## src/rtl/alu_seq.sv

```systemverilog
// Registered ALU with valid/ready handshakes and a persistent {E,V,C,N,Z} flag register.
// Define ALU_MUL_EN to build opcode 11 as a WIDTH-iteration shift-add multiplier.
//
// state | meaning
// IDLE  | nothing held, ready for a request
// BUSY  | multiplier iterating, requests refused (ALU_MUL_EN only)
// DONE  | result and flag candidate held until out_ready

module alu_seq #(
  parameter int WIDTH = 8,
  parameter int SHW   = $clog2(WIDTH)
) (
  input  logic             clk,
  input  logic             rst,
  input  logic             in_valid,
  output logic             in_ready,
  input  logic [3:0]       op,
  input  logic [WIDTH-1:0] a,
  input  logic [WIDTH-1:0] b,
  input  logic             flag_en,
  output logic             out_valid,
  input  logic             out_ready,
  output logic [WIDTH-1:0] e,
  output logic [4:0]       flag
);

`ifdef ALU_MUL_EN
  typedef enum logic [1:0] {IDLE, DONE, BUSY} state_t;
`else
  typedef enum logic [1:0] {IDLE, DONE} state_t;
`endif

  localparam logic [WIDTH-1:0] WLIM = WIDTH'(WIDTH);

  state_t           state, state_nxt, acc_dst;
  logic [4:0]       fcand;
  logic             fen_r;
  logic             acc_req, res_hs, c_in, is_mul, is_sub, big, ci, bi;
  logic [WIDTH:0]   sum, dif, shl, shr;
  logic [WIDTH-1:0] res, zn;
  logic             cf, vf, ef;
  logic [4:0]       fres;
  logic [SHW-1:0]   sh;

  assign acc_req = in_valid & in_ready;
  assign res_hs  = out_valid & out_ready;
  // a flag write landing in the accept cycle supplies the carry-in
  assign c_in    = (res_hs & fen_r) ? fcand[2] : flag[2];

`ifdef ALU_MUL_EN
  localparam int CW = $clog2(WIDTH+1);
  logic [CW-1:0]      cnt;
  logic [2*WIDTH-1:0] mcand, prod, prod_nxt;
  logic [WIDTH-1:0]   mplier;
  logic               mul_last;

  assign is_mul   = (op == 4'd11);
  assign acc_dst  = is_mul ? BUSY : DONE;
  assign prod_nxt = prod + (mplier[0] ? mcand : '0);
  assign mul_last = (state == BUSY) && (cnt == CW'(1));

  always_ff @(posedge clk or posedge rst) begin
    if (rst) begin
      cnt    <= '0;
      mcand  <= '0;
      mplier <= '0;
      prod   <= '0;
    end else if (acc_req && is_mul) begin
      cnt    <= CW'(WIDTH);
      mcand  <= {{WIDTH{1'b0}}, a};
      mplier <= b;
      prod   <= '0;
    end else if (state == BUSY) begin
      cnt    <= cnt - CW'(1);
      mcand  <= mcand << 1;
      mplier <= mplier >> 1;
      prod   <= prod_nxt;
    end
  end
`else
  assign is_mul  = 1'b0;
  assign acc_dst = DONE;
`endif

  always_ff @(posedge clk or posedge rst) begin
    if (rst) state <= IDLE;
    else     state <= state_nxt;
  end

  always_comb begin
    state_nxt = state;
    in_ready  = 1'b0;
    out_valid = 1'b0;
    case (state)
      IDLE: begin
        in_ready = 1'b1;
        if (in_valid) state_nxt = acc_dst;
      end
      DONE: begin
        out_valid = 1'b1;
        in_ready  = out_ready;
        if (out_ready) state_nxt = in_valid ? acc_dst : IDLE;
      end
`ifdef ALU_MUL_EN
      BUSY: if (mul_last) state_nxt = DONE;
`endif
      default: state_nxt = IDLE;
    endcase
  end

  assign ci     = (op == 4'd8) & c_in;
  assign bi     = (op == 4'd9) & c_in;
  assign sum    = {1'b0, a} + {1'b0, b} + {{WIDTH{1'b0}}, ci};
  assign dif    = {1'b0, a} - {1'b0, b} - {{WIDTH{1'b0}}, bi};
  assign big    = (b >= WLIM);
  assign sh     = b[SHW-1:0];
  assign shl    = {1'b0, a} << sh;
  assign shr    = {a, 1'b0} >> sh;
  assign is_sub = (op == 4'd1) || (op == 4'd9) || (op == 4'd10);
  // CMP reports flags of the difference while passing a through
  assign zn     = is_sub ? dif[WIDTH-1:0] : res;
  assign fres   = {ef, vf, cf, zn[WIDTH-1], ~|zn};

  always_comb begin
    res = '0;
    cf  = 1'b0;
    vf  = 1'b0;
    ef  = 1'b0;
    case (op)
      4'd0, 4'd8: begin
        res = sum[WIDTH-1:0];
        cf  = sum[WIDTH];
        vf  = (a[WIDTH-1] == b[WIDTH-1]) && (sum[WIDTH-1] != a[WIDTH-1]);
      end
      4'd1, 4'd9, 4'd10: begin
        res = (op == 4'd10) ? a : dif[WIDTH-1:0];
        cf  = dif[WIDTH];
        vf  = (a[WIDTH-1] != b[WIDTH-1]) && (dif[WIDTH-1] != a[WIDTH-1]);
      end
      4'd2: res = a & b;
      4'd3: res = a | b;
      4'd4: res = ~a;
      4'd5: res = a ^ b;
      4'd6: begin
        res = big ? '0 : shl[WIDTH-1:0];
        cf  = ~big & shl[WIDTH];
      end
      4'd7: begin
        res = big ? '0 : shr[WIDTH:1];
        cf  = ~big & shr[0];
      end
      default: ef = 1'b1;
    endcase
  end

  always_ff @(posedge clk or posedge rst) begin
    if (rst) begin
      e     <= '0;
      fcand <= '0;
      fen_r <= 1'b0;
      flag  <= '0;
    end else begin
      if (res_hs && fen_r) flag <= fcand;
      if (acc_req) begin
        fen_r <= flag_en;
        if (!is_mul) begin
          e     <= res;
          fcand <= fres;
        end
      end
`ifdef ALU_MUL_EN
      else if (mul_last) begin
        e     <= prod_nxt[WIDTH-1:0];
        fcand <= {2'b00, |prod_nxt[2*WIDTH-1:WIDTH], prod_nxt[WIDTH-1], ~|prod_nxt[WIDTH-1:0]};
      end
`endif
    end
  end

endmodule

```

## config.mk

```make
export PLATFORM = sky130hd
export DESIGN_NAME = alu_seq
export DESIGN_NICKNAME = d
export VERILOG_FILES = /design/src/rtl/alu_seq.sv
export SDC_FILE = /design/constraint.sdc
export NUM_CORES = 1
export LEC_CHECK = 0
export BUFFER_PORTS_ARGS = -buffer_cell sky130_fd_sc_hd__buf_4
export CAP_MARGIN = 20
export CORE_MARGIN = 4
export CORE_UTILIZATION = 30
export DETAILED_ROUTE_END_ITERATION = 7
export SKIP_LAST_GASP = 1
export SYNTH_ARGS = -nofsm -noshare
export SYNTH_HDL_FRONTEND = slang
export SYNTH_SLANG_ARGS = --single-unit
```

## constraint.sdc

```tcl
create_clock -name clk -period 3.2 [get_ports clk]
set_clock_uncertainty 0.05 [all_clocks]
set_input_delay 0.8 -clock clk [delete_from_list [all_inputs] [get_ports clk]]
set_output_delay 0.8 -clock clk [all_outputs]
set_load 0.02 [all_outputs]
```

==> impl_metrics.toml, run 1 <==
[sta]
rsz0062_at_grt = "yes"
max_slew.worst_pin.slew_ps = 728
setup_violations = 6
setup_slack_ps = -194
maxSlewHeadroom_pct = 51.4
fin_tns_setup_ps = -456
period_needed_ps = 3390
hold_viol = 0
maxSlewViolCount = 0
fmax_mhz = 295
fin_crit_sh_pct = 106

[clock_tree]
hold_buffers = 0
clock_path_buffers = 2
cts_htree_levels = 1
clkSinkCount = 20
root_buffer = "clkbuf_8"
cts_buffers = 3
clock_latency_ps = 250
cts_tree = "built"
clk_pin_slew_ps = 70

[synth]
synth_edf_count = 0
synthFlopType = "dfrtp_1"
syn_nets = 444
syn_avg_cell_area_sq_um = 8.07
ys_warn_count = 0
synth_cell_type_count = 66
synthesis.area_sq_um = 3100
ys_async_sr_fraction_pct = 100
yosysSeqAreaShare_pct = 16.1
synth-seq-cells = 20
syn_inst = 384

[routing]
totalWireLength_mm = 10.4
wl_per_cell_um = 17.6
drt_iter0_markers = 282
via_per_inst = 5.56
vias = 3273
drc = 0
ant_nets = 0
dr.pass1.iters = 5

[die]
die_height_um = 110
start_util_pct = 31.3
ioPinCount = 40
die_x_um = 110
core_area_sq_um = 9910
placementRows = 36
die_area_sq_um = 12000

[placed_design]
place_ws_ps = -594
routabilityCongestion = 0.940
io_buffers = 39
dpl.hpwl_mm = 8.33

[min_path]
whs_path_depth = 2
hold_path_startpoint = "fcand[3]"
holdPathEnd = "fcand[3]"
hold_class = "reg2reg"

[outcome]
status = "complete, but fails checks"
violations = "setup timing"

[critical_path]
rr_worst_depth = 14
crit_path_end_kind = "register"
start_kind = "primary input"
rr_endpoint = "fcand[0]"
rr_startpoint = "state[0]"
path_class = "in2reg"
regToRegSetupSlack_ps = 0
critical_path_arrival_ps = 3520
required_ps = 3330
worstPathMaxFanout = 3

[pwr]
p_leak_nw = 1.82
ir_drop_mv = 0.268
p_per_area_nw_per_um2 = 316

[final_layout]
fillerInstances = 1034
register_area_sq_um = 500
final_core_util_pct = 41.5
drive_gt1_share_pct = 33.1
layout_commonest_cell = "buf_4"
multiInputGateArea_sq_um = 2540
n_antenna_cell = 0
layout_common_cells = "buf_4 (91), nand2_1 (37), ha_1 (31)"
syn_to_final_growth_pct = 32.6
layout.nets = 517

[run]
max_cap_violations = 0

[global_routing]
grt_max_degree = 36
grt_pass1_wl_mm = 16.7
antenna_found_initial = 0
grt_pass1_vias = 3166
grt_use_total_pct = 17.5
gr-total-overflow = 0
==> sequential cells by signal (all words and copies together) (netlist names) <==
name   flops
fcand      5
state      1
e          8
fen_r      1
flag       5
==> what timing repair did <==
item / CTS / global route
resized for setup: 20 / 6
setup endpoints to repair: 10 / 11
buffers inserted: 1 / 1
cloned: 0 / 0
pin swaps: 17 / 10
hold endpoints to repair: 0 / 0
==> Yosys cell counts (3+ instances only) <==
master | n | area share [%]
nor2b_1 | 6 | 1.2
and2_1 | 6 | 1.2
o31ai_1 | 3 | 0.73
mux2_2 | 7 | 2.5
nand2b_1 | 12 | 2.4
a21oi_1 | 17 | 2.7
ha_1 | 31 | 13
a21o_1 | 4 | 0.97
a31oi_1 | 7 | 1.4
buf_2 | 11 | 1.8
and3b_1 | 3 | 0.85
a221oi_1 | 3 | 0.85
xnor2_1 | 7 | 2.0
o21ai_1 | 5 | 0.81
nand2_1 | 38 | 4.6
o211ai_1 | 6 | 1.5
a22oi_1 | 3 | 0.73
or2_2 | 6 | 1.2
a221o_1 | 3 | 0.97
clkbuf_1 | 11 | 1.3
nand3_1 | 7 | 1.1
a211oi_1 | 4 | 0.97
o21a_1 | 3 | 0.73
o21ai_0 | 29 | 4.7
xor2_1 | 3 | 0.85
a311oi_1 | 4 | 1.1
dfrtp_1 | 20 | 16
nor3_1 | 9 | 1.5
mux4_2 | 7 | 5.1
o2111ai_1 | 3 | 0.85
inv_1 | 29 | 3.5
fa_1 | 4 | 2.6
nor2_1 | 20 | 2.4
o22ai_1 | 4 | 0.81
mux2i_1 | 4 | 1.3
o32ai_1 | 3 | 0.85
==> how the worst max path moves through the flow <==
stage	from	endpoint	slack (ps)	depth (start not counted)
detailed placement	out_ready	fcand[0]	-590	14
global route	out_ready	fcand[0]	-320	14
finish	out_ready	fcand[0]	-190	15
floorplan	op[0]	fcand[0]	-310	13
global placement	out_ready	fcand[0]	-510	14
CTS	out_ready	fcand[0]	-170	15
==> critical path: stages <==
cell and delay [ps]:
buf_8 80, nand3_4 80, mux2_4 220, and2_4 160
nand2_4 50, fa_2 410, fa_2 380, o21ai_2 190
buf_4 150, a211oi_4 70, xnor2_2 210, o32ai_2 140
nor4bb_2 290, nand4_1 150, o21ai_1 150
==> per-stage QoR <==
step / power [mW] / hold slack (ps) / std cells / instance area (sq um)
global placement: 1.06 / 420 / 583 / 3930
finish: 1.30 / 435 / 589 / 4110
detailed placement: 1.07 / 423 / 583 / 3930
CTS: 1.30 / 439 / 588 / 4090
floorplan: 0.775 / 396 / 384 / 3190
global route: 1.39 / 472 / 589 / 4110
==> logic make-up after synthesis <==
group	after synthesis	share of synthesized area [%]
DFF	20	16.1
adders and majority gates	35	15.1
and+or+nand+nor	125	21.2
xor gates and xnor gates	10	2.83
muxes	20	10.6
buffers and inverters	56	7.71
AOI/OAI and AO/OA	118	26.4
==> layer usage <==
layer | track usage (%) | part of all wire (%) | wire length (um)
met5 | 0 | 0 | 0
met1 | 24.4 | 45 | 4720
met4 | 4.45 | 2.6 | 267
met2 | 29.0 | 47 | 4920
met3 | 1.59 | 4.6 | 473
==> where the power goes <==
| part | switching (mW) | internal [mW] |
|---|---|---|
| combinational | 0.408 | 0.371 |
| sequential | 0.0292 | 0.306 |
| clock | 0.0747 | 0.109 |
==> cell type report <==
cell class	instances	share of cell area (%)
well taps	133	4.05
clock buffers	4	1.34
repair buffers	94	17.9
inverters	30	2.74
multi-input cells	308	61.8
flip-flops and latches	20	12.2
(Power assumes the default switching activity.)
==> inputs of run 2 (changes only) <==
- GPL_TIMING_DRIVEN: default -> 0
==> run 2 against run 1 <==
Against the previous run:
- the run still ends with setup timing left
- cell area down 0.82%
- final cell count decreased by 3.1%
- setup slack got worse by 54 ps
- utilization shrank 0.34 points
- hold slack improved by 2.8 ps
- power rose by 1.8%
- clock power is essentially flat
- critical path type unchanged
==> impl_metrics.toml, run 2 (same netlist as run 1, synthesis figures left out) <==
[outcome]
status = "complete, but fails checks"
violations = "setup timing"

[routing]
wl_per_cell_um = 18.7
dr.pass1.iters = 4
vias = 3212
drt_iter0_markers = 258
totalWireLength_mm = 10.7
drc = 0
via_per_inst = 5.63
ant_nets = 0

[run]
max_cap_violations = 0

[sta]
rsz0062_at_grt = "yes"
max_slew.worst_pin.slew_ps = 792
hold_viol = 0
period_needed_ps = 3450
setup_slack_ps = -248
maxSlewHeadroom_pct = 46.6
fin_crit_sh_pct = 108
setup_violations = 6
holdWs_ps = 438
fmax_mhz = 290
maxSlewViolCount = 0

[critical_path]
max_stage_delay_ps = 440
critical_path_arrival_ps = 3580
crit_slowest_cell = "fa_2"
worstPathMaxFanout = 3
required_ps = 3340
crit_chain = "buf_8 -> nand3_4 -> mux2_4 -> and2_4 -> nand2_2 -> fa_2 -> fa_2 -> nand2b_4 -> a21oi_4 -> mux2_4 -> o21ai_4 -> nor4bb_4 -> nand4_1 -> o21ai_1"
crit_path_end_kind = "register"
start_kind = "primary input"
path_class = "in2reg"

[pwr]
power.total_mw = 1.32
power_switching_mw = 0.547
p_leak_nw = 1.74
pwr-share-comb_pct = 60.4
internal_power_mw = 0.776
switching_share_pct = 41.3
ir_drop_mv = 0.245
p_per_area_nw_per_um2 = 324
pwr-share-clk_pct = 14.2
power_frac_seq_pct = 25.5

[clock_tree]
cts_htree_levels = 1
cts_buffers = 3
cts_tree = "built"
root_buffer = "clkbuf_8"
clk_pin_slew_ps = 70
clock_latency_ps = 250
clock_path_buffers = 2
clkSinkCount = 20
hold_buffers = 0

[final_layout]
largest_register_ffs = 8
n_antenna_cell = 0
layout_commonest_cell = "buf_4"
fillerInstances = 1013
final_cells = 571
top_register = "e"
drive_gt1_share_pct = 31.7
syn_to_final_growth_pct = 31.6
layout_common_cells = "buf_4 (48), nand2_1 (36), ha_1 (29)"
final_area_sq_um = 4080
top_regs = "e x8, fcand x5, flag x5"
layout.nets = 499

[die]
die_height_um = 110
die_area_sq_um = 12000
start_util_pct = 31.3
die_x_um = 110
ioPinCount = 40
placementRows = 36
core_area_sq_um = 9910

[placed_design]
routabilityCongestion = 0.990
dpl.hpwl_mm = 8.43
io_buffers = 38
post-place-cells = 555
postPlaceCellArea_sq_um = 3640

[global_routing]
gr-total-overflow = 0
grt_pass1_wl_mm = 16.6
antenna_found_initial = 0
grt_pass1_vias = 3046
grt_use_total_pct = 17.7
grt_max_degree = 21

[min_path]
hold_class = "reg2reg"
## run 2: changes by cell type in the layout (fill, tap and decap cells not counted), sizes merged
| cell | before | now |
|---|---|---|
| buf | 94 | 67 |
| clkbuf | 4 | 13 |
| clkinvlp | 0 | 2 |
| clkinv | 1 | 0 |
| inv | 29 | 28 |
## run 2: through the flow
step,worst slack (ps),util (%),setup TNS (ps)
after floorplan,-308,-,-758
after global placement,-988,36.7,-7710
after detailed placement,-952,36.7,-7940
after CTS,-298,40.2,-841
after global routing,-333,41.2,-1390
final,-248,41.2,-627
## run 2: power by group through the flow
stage	Sequential, mW	Combinational (mW)	Clock [mW]
after global placement	0.337	0.656	0
after CTS	0.337	0.762	0.192
after floorplan	0.386	0.389	0
final	0.337	0.798	0.187
after global routing	0.343	0.857	0.202
after detailed placement	0.341	0.663	0
## run 2: path summary, 6_finish.rpt
path	cells past startpoint	slack, ps	from	to
setup / recovery	14	-250	out_ready	fcand[0]
hold / removal	2	440	e[5]	e[5]
setup reg to reg	13	-60	state[0]	fcand[0]
hold reg to reg	2	440	e[5]	e[5]
max in group asynchronous	2	2000	rst	flag[1]
min in group asynchronous	2	630	rst	e[3]
## run 2: area by class of cell
cell class,instances,area (sq um),area share [%]
flip-flops and latches,20,500,12.3
well taps,133,166,4.08
inverters,30,120,2.94
plain buffers,23,143,3.50
multi-input cells,308,2670,65.5
clock buffers,4,55.1,1.35
repair buffers,53,424,10.4
## run 2: worst max-delay path, delay by kind of cell
kind	cells	cell delay [ps]
compound gates	3	480
fa+ha+maj	2	840
buf+inv	1	80
mux	2	550
simple gates	6	820
## run 2: per-layer routing
metal  wire [um]  vias up  track usage [%]
li1            -     1522                -
met1        4850     1567             24.0
met2        5170      106             30.1
met3         491       17             1.59
met4         186        0             4.54
met5           0        -                0
## run 2: timing repair
item,4_1_cts,5_1_grt
buffers inserted,12,3
pin swaps,25,26
endpoints found under the setup margin,12,10
gates resized for setup,49,17
endpoints found under the hold margin,0,0
==> inputs of run 3 (changes only) <==
- CORE_UTILIZATION: 30 -> 45
- PLACE_DENSITY: default -> 0.67
==> run 3 against run 2 <==
Against the previous run:
- the run still ends with setup timing left
- utilization increased by 20 points
- setup slack worse by 22 ps
- clock power rose by 34%
- final cell count down 9.6%
- power is 2.8% higher
- critical path depth is 1 higher
- first-iteration DRC count down 0.78%
- cell area fell by 2.5%
- critical path type unchanged
- critical endpoint unchanged
==> impl_metrics.toml, run 3 (same netlist as run 1, synthesis figures left out) <==
[pwr]
ir_drop_mv = 0.161
p_leak_nw = 1.73
pwr-share-clk_pct = 18.5
p_per_area_nw_per_um2 = 341
power_switching_mw = 0.535
pwr-share-comb_pct = 56.9
switching_share_pct = 39.4
power.total_mw = 1.36
internal_power_mw = 0.824
power_frac_seq_pct = 24.6

[critical_path]
crit_start = "out_ready"
crit_slowest_cell = "fa_2"
required_ps = 3340
crit_path_end_kind = "register"
start_kind = "primary input"
crit_end = "fcand[0]"
critical_path_arrival_ps = 3610
crit_chain = "buf_8 -> nand3_4 -> mux2_4 -> and2_4 -> nand2_4 -> fa_2 -> fa_2 -> nand2b_4 -> buf_12 -> a21oi_4 -> mux2_4 -> o21ai_2 -> nor4bb_4 -> nand4_1 -> o21ai_2"
rr_endpoint = "fcand[0]"
worstPathMaxFanout = 2
max_stage_delay_ps = 400
regToRegSetupSlack_ps = -90
rr_startpoint = "state[0]"
rr_worst_depth = 14
path_class = "in2reg"

[global_routing]
gr-total-overflow = 0
grt_pass1_wl_mm = 16.7
grt_pass1_vias = 3218
antenna_found_initial = 0
grt_max_degree = 25
grt_use_total_pct = 24.8

[final_layout]
final_cells = 516
top_regs = "e x8, fcand x5, flag x5"
layout.nets = 500
drive_gt1_share_pct = 30.3
layout_common_cells = "buf_4 (52), nand2_1 (36), ha_1 (30)"
layout_commonest_cell = "buf_4"
top_register = "e"
largest_register_ffs = 8
fillerInstances = 615
n_antenna_cell = 0
syn_to_final_growth_pct = 28.3

[die]
die_area_sq_um = 8280
core_area_sq_um = 6530
ioPinCount = 40
start_util_pct = 47.5
die_x_um = 91.0
placementRows = 29
die_height_um = 91.0

[clock_tree]
clock_latency_ps = 260
cts_tree = "built"
cts_htree_levels = 1
clk_pin_slew_ps = 70
clkSinkCount = 20
cts_buffers = 3
hold_buffers = 0
root_buffer = "clkbuf_8"
clock_path_buffers = 2

[routing]
totalWireLength_mm = 10.3
vias = 3246
ant_nets = 0
via_per_inst = 6.29
drt_iter0_markers = 256
drc = 0
wl_per_cell_um = 20.0
dr.pass1.iters = 5

[sta]
hold_viol = 0
fmax_mhz = 288
max_slew.worst_pin.slew_ps = 739
maxSlewViolCount = 0
holdWs_ps = 433
period_needed_ps = 3470
maxSlewHeadroom_pct = 50.7
rsz0062_at_grt = "yes"
setup_violations = 7
fin_crit_sh_pct = 108
setup_slack_ps = -269

[run]
max_cap_violations = 0

[outcome]
violations = "setup timing"
status = "complete, but fails checks"

[min_path]
hold_class = "reg2reg"

[placed_design]
routabilityCongestion = 0.955
post-place-cells = 499
dpl.hpwl_mm = 8.05
io_buffers = 38
[run 3: changes by cell type in the layout (fill, tap and decap cells not counted), moves of 2 or more]
| cell | before | now |
|---|---|---|
| o31ai_2 | 0 | 2 |
| xnor2_1 | 3 | 5 |
| o21ai_0 | 20 | 24 |
| buf_6 | 9 | 3 |
| a211oi_4 | 2 | 0 |
| o21ai_1 | 10 | 7 |
| buf_12 | 0 | 2 |
| buf_4 | 48 | 52 |
| xnor2_2 | 4 | 2 |
| o21ai_4 | 2 | 0 |
| o31ai_4 | 2 | 0 |
[run 3: layout make-up]
| cell class | instances | area [sq um] | area share [%] |
|---|---|---|---|
| Clock buffer | 3 | 41.3 | 1.04 |
| Multi-Input combinational cell | 308 | 2600 | 65.3 |
| Timing Repair Buffer | 55 | 449 | 11.3 |
| Clock inverter | 1 | 30.0 | 0.755 |
| Inverter | 30 | 120 | 3.02 |
| Buffer | 22 | 145 | 3.65 |
| Sequential cell | 20 | 500 | 12.6 |
| Tap cell | 77 | 96.3 | 2.42 |
[run 3: repair_timing]
item | in CTS | in global routing
setup buffers | 13 | 4
setup endpoints to repair | 12 | 10
resized for setup | 28 | 16
pin swaps | 16 | 12
[run 3: routing by layer]
metal  vias to the layer above  GRT usage [%]  wire length [um]
li1                       1536              -                 -
met1                      1533           33.9              4440
met2                       150           40.8              4800
met3                        27           2.98               747
met4                         0           8.17               324
met5                         -              0                 0
[run 3: critical path: cells and delay by family]
kind	cells	cell delay [ps]
AND/OR/NAND/NOR	6	850
adder cells (fa/ha/maj)	2	750
multiplexers	2	530
AO/OA/AOI/OAI	3	450
buffers and inverters	2	220
[run 3: power by group through the flow]
stage               clock network (mW)  registers, mW  logic (mW)
global placement                     0          0.336       0.652
finish                           0.251          0.334       0.773
detailed placement                   0          0.338       0.661
CTS                              0.255          0.334       0.726
floorplan                            0          0.386       0.389
global route                     0.268          0.341       0.831
[run 3: worst min path at each step]
stage / start / to / slack, ps / cells past startpoint
6_report: e[4] / e[4] / 430 / 2
3_3_place_gp: fcand[3] / fcand[3] / 410 / 2
3_5_place_dp: e[4] / e[4] / 420 / 2
5_1_grt: flag[1] / flag[1] / 470 / 1
2_1_floorplan: fcand[3] / fcand[3] / 400 / 2
4_1_cts: e[4] / e[4] / 440 / 2
[run 3: stage by stage]
step	TNS [ps]	setup WS (ps)	cell area (sq um)	utilization, %
4_1_cts	-1010	-333	3860	59.1
3_5_place_dp	-7770	-1020	3570	54.6
3_3_place_gp	-7690	-982	3570	54.6
6_report	-966	-269	3980	60.9
2_1_floorplan	-758	-308	3190	-
5_1_grt	-1850	-364	3980	60.9
